File: config.mk
export PLATFORM = sky130hd
export DESIGN_NAME = adder_result_accumulator
export DESIGN_NICKNAME = d
export VERILOG_FILES = /design/src/rtl/adder_result_accumulator.sv
export SDC_FILE = /design/constraint.sdc
export NUM_CORES = 1
export LEC_CHECK = 0
export ABC_CLOCK_PERIOD_IN_PS = 4700
export CAP_MARGIN = 25
export CELL_PAD_IN_SITES_DETAIL_PLACEMENT = 1
export CELL_PAD_IN_SITES_GLOBAL_PLACEMENT = 2
export CORE_MARGIN = 2
export CORE_UTILIZATION = 32
export DETAILED_ROUTE_END_ITERATION = 12
export PLACE_DENSITY_LB_ADDON = 0.1
export SLEW_MARGIN = 10
export SYNTH_ARGS = -nofsm -noshare
export SYNTH_HDL_FRONTEND = slang
export SYNTH_SLANG_ARGS = --single-unit
File: constraint.sdc
create_clock -name clk -period 4.7 [get_ports clk]
set_input_delay 1.175 -clock clk [delete_from_list [all_inputs] [get_ports clk]]
set_output_delay 1.175 -clock clk [all_outputs]
set_load 0.1 [all_outputs]
File: src/rtl/adder_result_accumulator.sv
// Sums bursts of 5-bit {cout,sum} adder results into a 9-bit total and
// presents each burst result with a valid/ready handshake.
module adder_result_accumulator #(
    parameter int BURST_LEN = 4
) (
    input  logic       clk,
    input  logic       rst,
    input  logic       in_valid,
    input  logic [3:0] sum,
    input  logic       cout,
    input  logic       flush,
    output logic       in_ready,
    output logic       out_valid,
    input  logic       out_ready,
    output logic [8:0] out_total,
    output logic [4:0] out_count,
    output logic       out_partial
);

    typedef enum logic {
        ACCUM = 1'b0,
        HOLD  = 1'b1
    } state_t;

    localparam logic [4:0] BURST_CNT = 5'(BURST_LEN);

    state_t     state_q, state_d;
    logic [8:0] acc_q, acc_d;
    logic [4:0] cnt_q, cnt_d;
    logic [8:0] total_q, total_d;
    logic [4:0] count_q, count_d;
    logic       partial_q, partial_d;

    logic       accept;
    logic [4:0] sample;
    logic [8:0] acc_sum;
    logic [4:0] cnt_sum;
    logic       close;

    // acc_sum/cnt_sum already include this cycle's sample, so a burst closed
    // by flush on the same cycle as an accept reports that sample too.
    assign sample  = {cout, sum};
    assign accept  = in_valid && (state_q == ACCUM);
    assign acc_sum = acc_q + (accept ? {4'd0, sample} : 9'd0);
    assign cnt_sum = cnt_q + {4'd0, accept};
    assign close   = (state_q == ACCUM) &&
                     ((cnt_sum == BURST_CNT) || (flush && (cnt_sum != 5'd0)));

    always_ff @(posedge clk) begin
        if (rst) begin
            state_q <= ACCUM;
        end else begin
            state_q <= state_d;
        end
    end

    always_comb begin
        state_d = state_q;
        case (state_q)
            ACCUM:   if (close)     state_d = HOLD;
            HOLD:    if (out_ready) state_d = ACCUM;
            default: state_d = ACCUM;
        endcase
    end

    // Handshake outputs decode the registered state only: no input-to-output path.
    always_comb begin
        in_ready  = (state_q == ACCUM);
        out_valid = (state_q == HOLD);
    end

    always_comb begin
        acc_d     = acc_q;
        cnt_d     = cnt_q;
        total_d   = total_q;
        count_d   = count_q;
        partial_d = partial_q;
        if (state_q == ACCUM) begin
            acc_d = acc_sum;
            cnt_d = cnt_sum;
            if (close) begin
                total_d   = acc_sum;
                count_d   = cnt_sum;
                partial_d = (cnt_sum < BURST_CNT);
            end
        end else if (out_ready) begin
            acc_d = 9'd0;
            cnt_d = 5'd0;
        end
    end

    always_ff @(posedge clk) begin
        if (rst) begin
            acc_q     <= 9'd0;
            cnt_q     <= 5'd0;
            total_q   <= 9'd0;
            count_q   <= 5'd0;
            partial_q <= 1'b0;
        end else begin
            acc_q     <= acc_d;
            cnt_q     <= cnt_d;
            total_q   <= total_d;
            count_q   <= count_d;
            partial_q <= partial_d;
        end
    end

    assign out_total   = total_q;
    assign out_count   = count_q;
    assign out_partial = partial_q;

endmodule

==> results of run 1 <==
-- metrics by stage --
stage	instance area, sq um	cells	utilization, %
after global routing	2100	292	40.7
after floorplan	1730	201	-
after detailed placement	2000	284	38.6
final	2100	292	40.7
after global placement	2000	284	38.6
after CTS	2100	292	40.7
-- flip-flops by register name (all words and copies together) (netlist names) --
name,flops
out_valid,1
out_partial,1
acc_q,9
cnt_q,5
out_count,5
out_total,9
-- Yosys cell counts (all sizes together), types with 2 or more instances --
master  number  area (sq um)
ha           7          87.6
a21o         3          22.5
o21ai       12          63.8
inv          2          7.51
o211ai       3          22.5
o21a         3          30.0
o41ai        2          32.5
dfxtp       30           601
a31oi        2          12.5
nand2       18          70.1
nor2        23          96.4
xor2         3          26.3
o22a         4          35.0
and2         5          31.3
xnor2        5          43.8
buf          8          66.3
clkbuf       7          26.3
a21oi       21           120
nand3        5          25.0
a211oi      10          80.1
and3         3          20.0
nor2b        2          12.5
o311a        2          20.0
nand4        3          25.0
nor3         4          20.0
-- routing by layer --
layer,track usage (%),wire length (microns),vias to the layer above
met5,0,0,-
met3,2.79,130,7
met4,6.07,68,0
met1,21.9,2460,750
met2,28.7,2250,29
li1,-,-,768
-- worst min path at each step --
| stage | cells past startpoint | to | startpoint | slack [ns] |
|---|---|---|---|---|
| floorplan | 1 | acc_q[7]$_SDFFE_PP0P_ | acc_q[7]$_SDFFE_PP0P_ | 0.50 |
| global placement | 2 | out_count[1]$_SDFFE_PP0P_ | out_count[1]$_SDFFE_PP0P_ | 0.47 |
| detailed placement | 2 | out_total[0]$_SDFFE_PP0P_ | out_total[0]$_SDFFE_PP0P_ | 0.48 |
| CTS | 2 | out_total[0]$_SDFFE_PP0P_ | out_total[0]$_SDFFE_PP0P_ | 0.49 |
| global route | 2 | out_count[1]$_SDFFE_PP0P_ | out_count[1]$_SDFFE_PP0P_ | 0.51 |
| finish | 2 | out_total[0]$_SDFFE_PP0P_ | out_total[0]$_SDFFE_PP0P_ | 0.48 |
-- critical path, stage by stage --
cell,delay (ns)
clkdlybuf4s50_1,0.45
nor2b_1,0.29
ha_1,0.31
ha_1,0.35
xnor2_1,0.17
nand4_2,0.15
a21oi_2,0.52
nand2_2,0.18
o41ai_2,0.37
-- final cells by class --
type                    instances  area, sq um
fillers                       616         3070
multi-input cells             153         1020
flip-flops and latches         30          601
repair buffers                 28          273
well taps                      70         87.6
clock buffers                   5         68.8
clock inverters                 3         40.0
inverters                       3         11.3
-- where the power goes --
| group | internal, W | switching, W |
|---|---|---|
| registers | 0.000320 | 0.0000576 |
| logic | 0.000250 | 0.000668 |
| clock network | 0.000156 | 0.000105 |
| total | 0.000726 | 0.000831 |
-- kinds of logic after synthesis --
family	count (synthesis)
buffers and inverters	18
AOI/OAI and AO/OA	70
DFF	30
xor gates and xnor gates	8
adders and majority gates	8
and+or+nand+nor	67
==> run_results.csv, run 1 <==
group,metric,value,unit
synth,synth_top_family_by_area,"compound AO/OA/AOI/OAI gates",
finish,most-common-layout-cells,"30 x dfxtp_1, 25 x clkdlybuf4s50_1, 21 x nor2_1",
timing,rsz0062_at_grt,"no",
synth,synthFlopType,"dfxtp_1",
synth,synth_seq_cells,30,
critical_path,ff2ff_path_depth,9,
finish,drive_gt1_share,11.7,%
synth,synth_xor_xnor_area_share,4.06,%
clocking,holdBufCountCts,0,
placed_design,gp_congestion,0.815,
global_routing,grt_pass1_wl,8.07,mm
synth,synth_fp_nets,219,
synth,yosys.area_share.adder,6.23,%
clocking,cts_inserted_buffers,5,
outcome,status,"complete, no violations",
floorplan,core,5170,sq um
synth,yosysUniqueCellTypes,52,
global_routing,grt_usage,17.0,%
clocking,cts_max_level,2,
timing,max_freq,0.264,GHz
finish,syn2layout_area_growth,21.8,%
placed_design,portBuffers,26,
floorplan,die_x,77.5,microns
floorplan,pin_count,27,
pwr,ir_drop,295,uV
drt,vias_per_cell,5.32,
timing,tightest_slew,0.973,ns
floorplan,start_util,33.4,%
drt,routed_wl,4.91,mm
floorplan,num_rows,26,
critical_path,critPathKind,"primary input to flip-flop",
global_routing,grt_overflow,0,
critical_path,cp-end-kind,"flip-flop",
drt,dr.pass1.iters,4,
floorplan,die_area,6000,sq um
critical_path,rr_endpoint,"out_total[5]$_SDFFE_PP0P_",
clocking,cts.clk_slew.worst_paths,0.07,ns
drt,antenna_left,0,
timing,setup_slack,0.915,ns
timing,post-route-period-util,80.5,%
timing,post-route-min-period,3.79,ns
critical_path,crit_start,"in_valid",
clocking,clockBufferDepth,2,
synth,async_reset_ff_share,0,%
synth,synthMuxAreaShare,0,%
synth,synth_compound_area_share,29.5,%
clocking,insertion_delay,0.28,ns
timing,fin_skew,0.00593,ns
drt,first_iter_violations,53,
timing,maxSlewHeadroom,35.0,%
global_routing,grt_start_max_net_pins,31,
synth,avgSynthCellArea,8.60,sq um
critical_path,r2r_slack,1.40,ns
drt,route.detailed.drc,0,
global_routing,grt_pass1_vias,1605,
critical_path,crit_fanout,12,
synth,synth-simple-area-share,19.4,%
placed_design,place_ws,0.638,ns
synth,syn_area,1730,sq um
global_routing,antenna_found_initial,0,
synth,synthCells,201,
critical_path,crit_end,"out_total[5]$_SDFFE_PP0P_",
clocking,cts-root-buf,"clkbuf_8",
synth,ys_seq_area_share,34.8,%
clocking,cts-resized-gates,0,
clocking,cts_setup_buffers,0,
pwr,power.total,0.00156,W
clocking,clock_sinks,30,
placed_design,hpwl,3.72,mm
clocking,cts_tree,"done",
synth,yosysWarnings,0,
pwr,p_per_area,740,nW/um^2
min_path,worstHoldPathType,"flip-flop to flip-flop",
finish,final_common_cell,"dfxtp_1",
finish,nets,239,
critical_path,worstPathRequired,4.88,ns
synth,synth_edf_count,0,
critical_path,r2r-start,"out_valid$_SDFF_PP0_",
job,max-cap-violations,0,
pwr,leakagePower,0.792,nW
timing,drv_slew,0,
timing,hold_viol,0,
timing,fin_setup_tns,0,ns
drt,vias,1554,
drt,wl_per_cell,16.8,microns
timing,finalSetupViolations,0,
floorplan,fp.dieH,77.5,microns
timing,holdWs,0.479,ns
finish,diodes,0,
critical_path,worst_setup_path_start_kind,"primary input",
critical_path,critical_path_arrival,3.96,ns
Note: power is estimated with default switching activity, not from simulation.
==> inputs of run 2 (changes only) <==
Settings changed: ABC_CLOCK_PERIOD_IN_PS 4700 to 3110, CORE_UTILIZATION 32 to 29.
Clock period 4.7 ns to 3.11 ns, I/O delays scaled along.
==> run_results.csv, run 2 (same netlist as run 1, synthesis figures left out) <==
group,metric,value,unit
pwr,power.share.combinational,62.3,%
timing,maxSlewHeadroom,64.5,%
finish,final_common_cell,"buf_4",
floorplan,num_rows,28,
drt,routed_wl,5.15,mm
pwr,leakagePower,0.905,nW
finish,syn2layout_area_growth,27.3,%
placed_design,hpwl,3.90,mm
placed_design,portBuffers,26,
global_routing,antenna_found_initial,0,
critical_path,path_cells,"clkdlybuf4s50_1 > nor2b_1 > and2_1 > ha_1 > fa_1 > a21o_1 > a221o_1 > xnor2_1 > o22a_1 > nor2_1",
global_routing,grt_start_max_net_pins,26,
placed_design,gp_congestion,0.806,
pwr,p_int,0.00120,W
floorplan,core,5850,sq um
timing,max_freq,0.343,GHz
global_routing,grt_pass1_vias,1670,
min_path,worstHoldPathType,"flip-flop to flip-flop",
finish,diodes,0,
finish,multi_input_area,1020,sq um
pwr,p_sw_share,52.0,%
clocking,cts_inserted_buffers,5,
finish,n_fill_cell,679,
drt,first_iter_violations,48,
floorplan,start_util,29.5,%
timing,post-route-min-period,2.92,ns
global_routing,grt_usage,16.9,%
drt,dr.pass1.iters,4,
finish,final-seq-area,602,sq um
pwr,clock_power_share,15.9,%
clocking,holdBufCountCts,0,
placed_design,post_dp_cell_area,2090,sq um
pwr,switchingPower,0.00130,W
timing,rsz0062_at_grt,"no",
drt,antenna_left,0,
critical_path,cpPeakStageDelay,0.44,ns
clocking,cts_tree,"done",
timing,drv_slew,0,
clocking,cts.clk_slew.worst_paths,0.07,ns
drt,wl_per_cell,16.4,microns
drt,vias_per_cell,5.09,
critical_path,critPathKind,"primary input to flip-flop",
pwr,power.total,0.00249,W
job,max-cap-violations,0,
finish,most-common-layout-cells,"36 x buf_4, 29 x dfxtp_1, 21 x nor2_1",
finish,final_cell_area,2200,sq um
global_routing,grt_overflow,0,
outcome,status,"complete, no violations",
critical_path,cp-end-kind,"flip-flop",
global_routing,grt_pass1_wl,8.26,mm
timing,tightest_slew,0.532,ns
timing,hold_viol,0,
pwr,ir_drop,613,uV
critical_path,critical-path-top-delay-family,"compound AO/OA/AOI/OAI gates",
critical_path,r2r_slack,0.84,ns
critical_path,worstPathRequired,3.28,ns
timing,fin_skew,0.00719,ns
finish,nets,256,
critical_path,slowest_stage,"fa_1",
clocking,cts-root-buf,"clkbuf_8",
timing,finalSetupViolations,0,
floorplan,pin_count,27,
drt,vias,1597,
critical_path,critical_path_arrival,3.09,ns
critical_path,worst_setup_path_start_kind,"primary input",
finish,post-route-util,37.6,%
floorplan,die_area,6590,sq um
pwr,p_per_area,1130,nW/um^2
clocking,clockBufferDepth,2,
clocking,clock_sinks,30,
floorplan,die_x,81.2,microns
finish,drive_gt1_share,25.1,%
floorplan,fp.dieH,81.2,microns
timing,post-route-period-util,93.8,%
clocking,cts_max_level,2,
critical_path,crit_fanout,4,
critical_path,worst-path-buf-inv,1,
clocking,insertion_delay,0.29,ns
pwr,pwr-share-seq,21.8,%
timing,holdWs,0.478,ns
drt,route.detailed.drc,0,
[run 2: cell types whose count changed in the layout (fill, tap and decap cells not counted)]
cell             change
o21ai_1              +1
clkdlybuf4s50_1     -16
o21ai_0              -1
dfxtp_1              -1
dfxtp_2              +1
buf_4               +33
[run 2: per-layer routing]
| layer | global-route usage [%] | share of wire (%) | vias up |
|---|---|---|---|
| met2 | 27.1 | 44 | 37 |
| met3 | 2.89 | 4.6 | 11 |
| li1 | - | - | 803 |
| met4 | 6.95 | 2.0 | 0 |
| met1 | 22.5 | 49 | 746 |
| met5 | 0 | 0 | - |
[run 2: through the flow]
| step | setup slack (ns) | cells | setup TNS (ns) |
|---|---|---|---|
| 2_1_floorplan | 0.0170 | 201 | 0 |
| 3_3_place_gp | -0.0381 | 306 | -0.102 |
| 3_5_place_dp | -0.0947 | 306 | -0.675 |
| 4_1_cts | 0.206 | 314 | 0 |
| 5_1_grt | 0.0596 | 314 | 0 |
| 6_report | 0.193 | 314 | 0 |
[run 2: cell type report]
cell class / instances / area share, %
Tap cell: 75 / 4.27
Multi-Input combinational cell: 153 / 46.5
Timing Repair Buffer: 45 / 16.4
Sequential cell: 30 / 27.4
Clock buffer: 5 / 3.13
Inverter: 3 / 0.512
Clock inverter: 3 / 1.82
[run 2: tightest hold or removal path: cells and delay by family, from the launching register on]
kind	cells	cell delay [ns]
DFF	1	0.31
AOI/OAI and AO/OA	2	0.12
[run 2: power by group through the flow]
stage | registers, W | clock network (W) | logic, W
finish | 0.000544 | 0.000395 | 0.00155
detailed placement | 0.000555 | 0 | 0.00156
global route | 0.000559 | 0.000426 | 0.00166
global placement | 0.000546 | 0 | 0.00154
floorplan | 0.00100 | 0 | 0.000665
CTS | 0.000547 | 0.000413 | 0.00156
[run 2: worst paths after layout]
kind	from	endpoint	cells past startpoint
max reg2reg	out_valid$_SDFF_PP0_	acc_q[6]$_SDFFE_PP0P_	9
max	in_valid	acc_q[6]$_SDFFE_PP0P_	10
min	out_total[0]$_SDFFE_PP0P_	out_total[0]$_SDFFE_PP0P_	2
min reg2reg	out_total[0]$_SDFFE_PP0P_	out_total[0]$_SDFFE_PP0P_	2
[run 2: what timing repair did]
item                                    4_1_cts  5_1_grt
setup buffers                                 0        0
endpoints found under the setup margin        0        1
resized for setup                             0        1
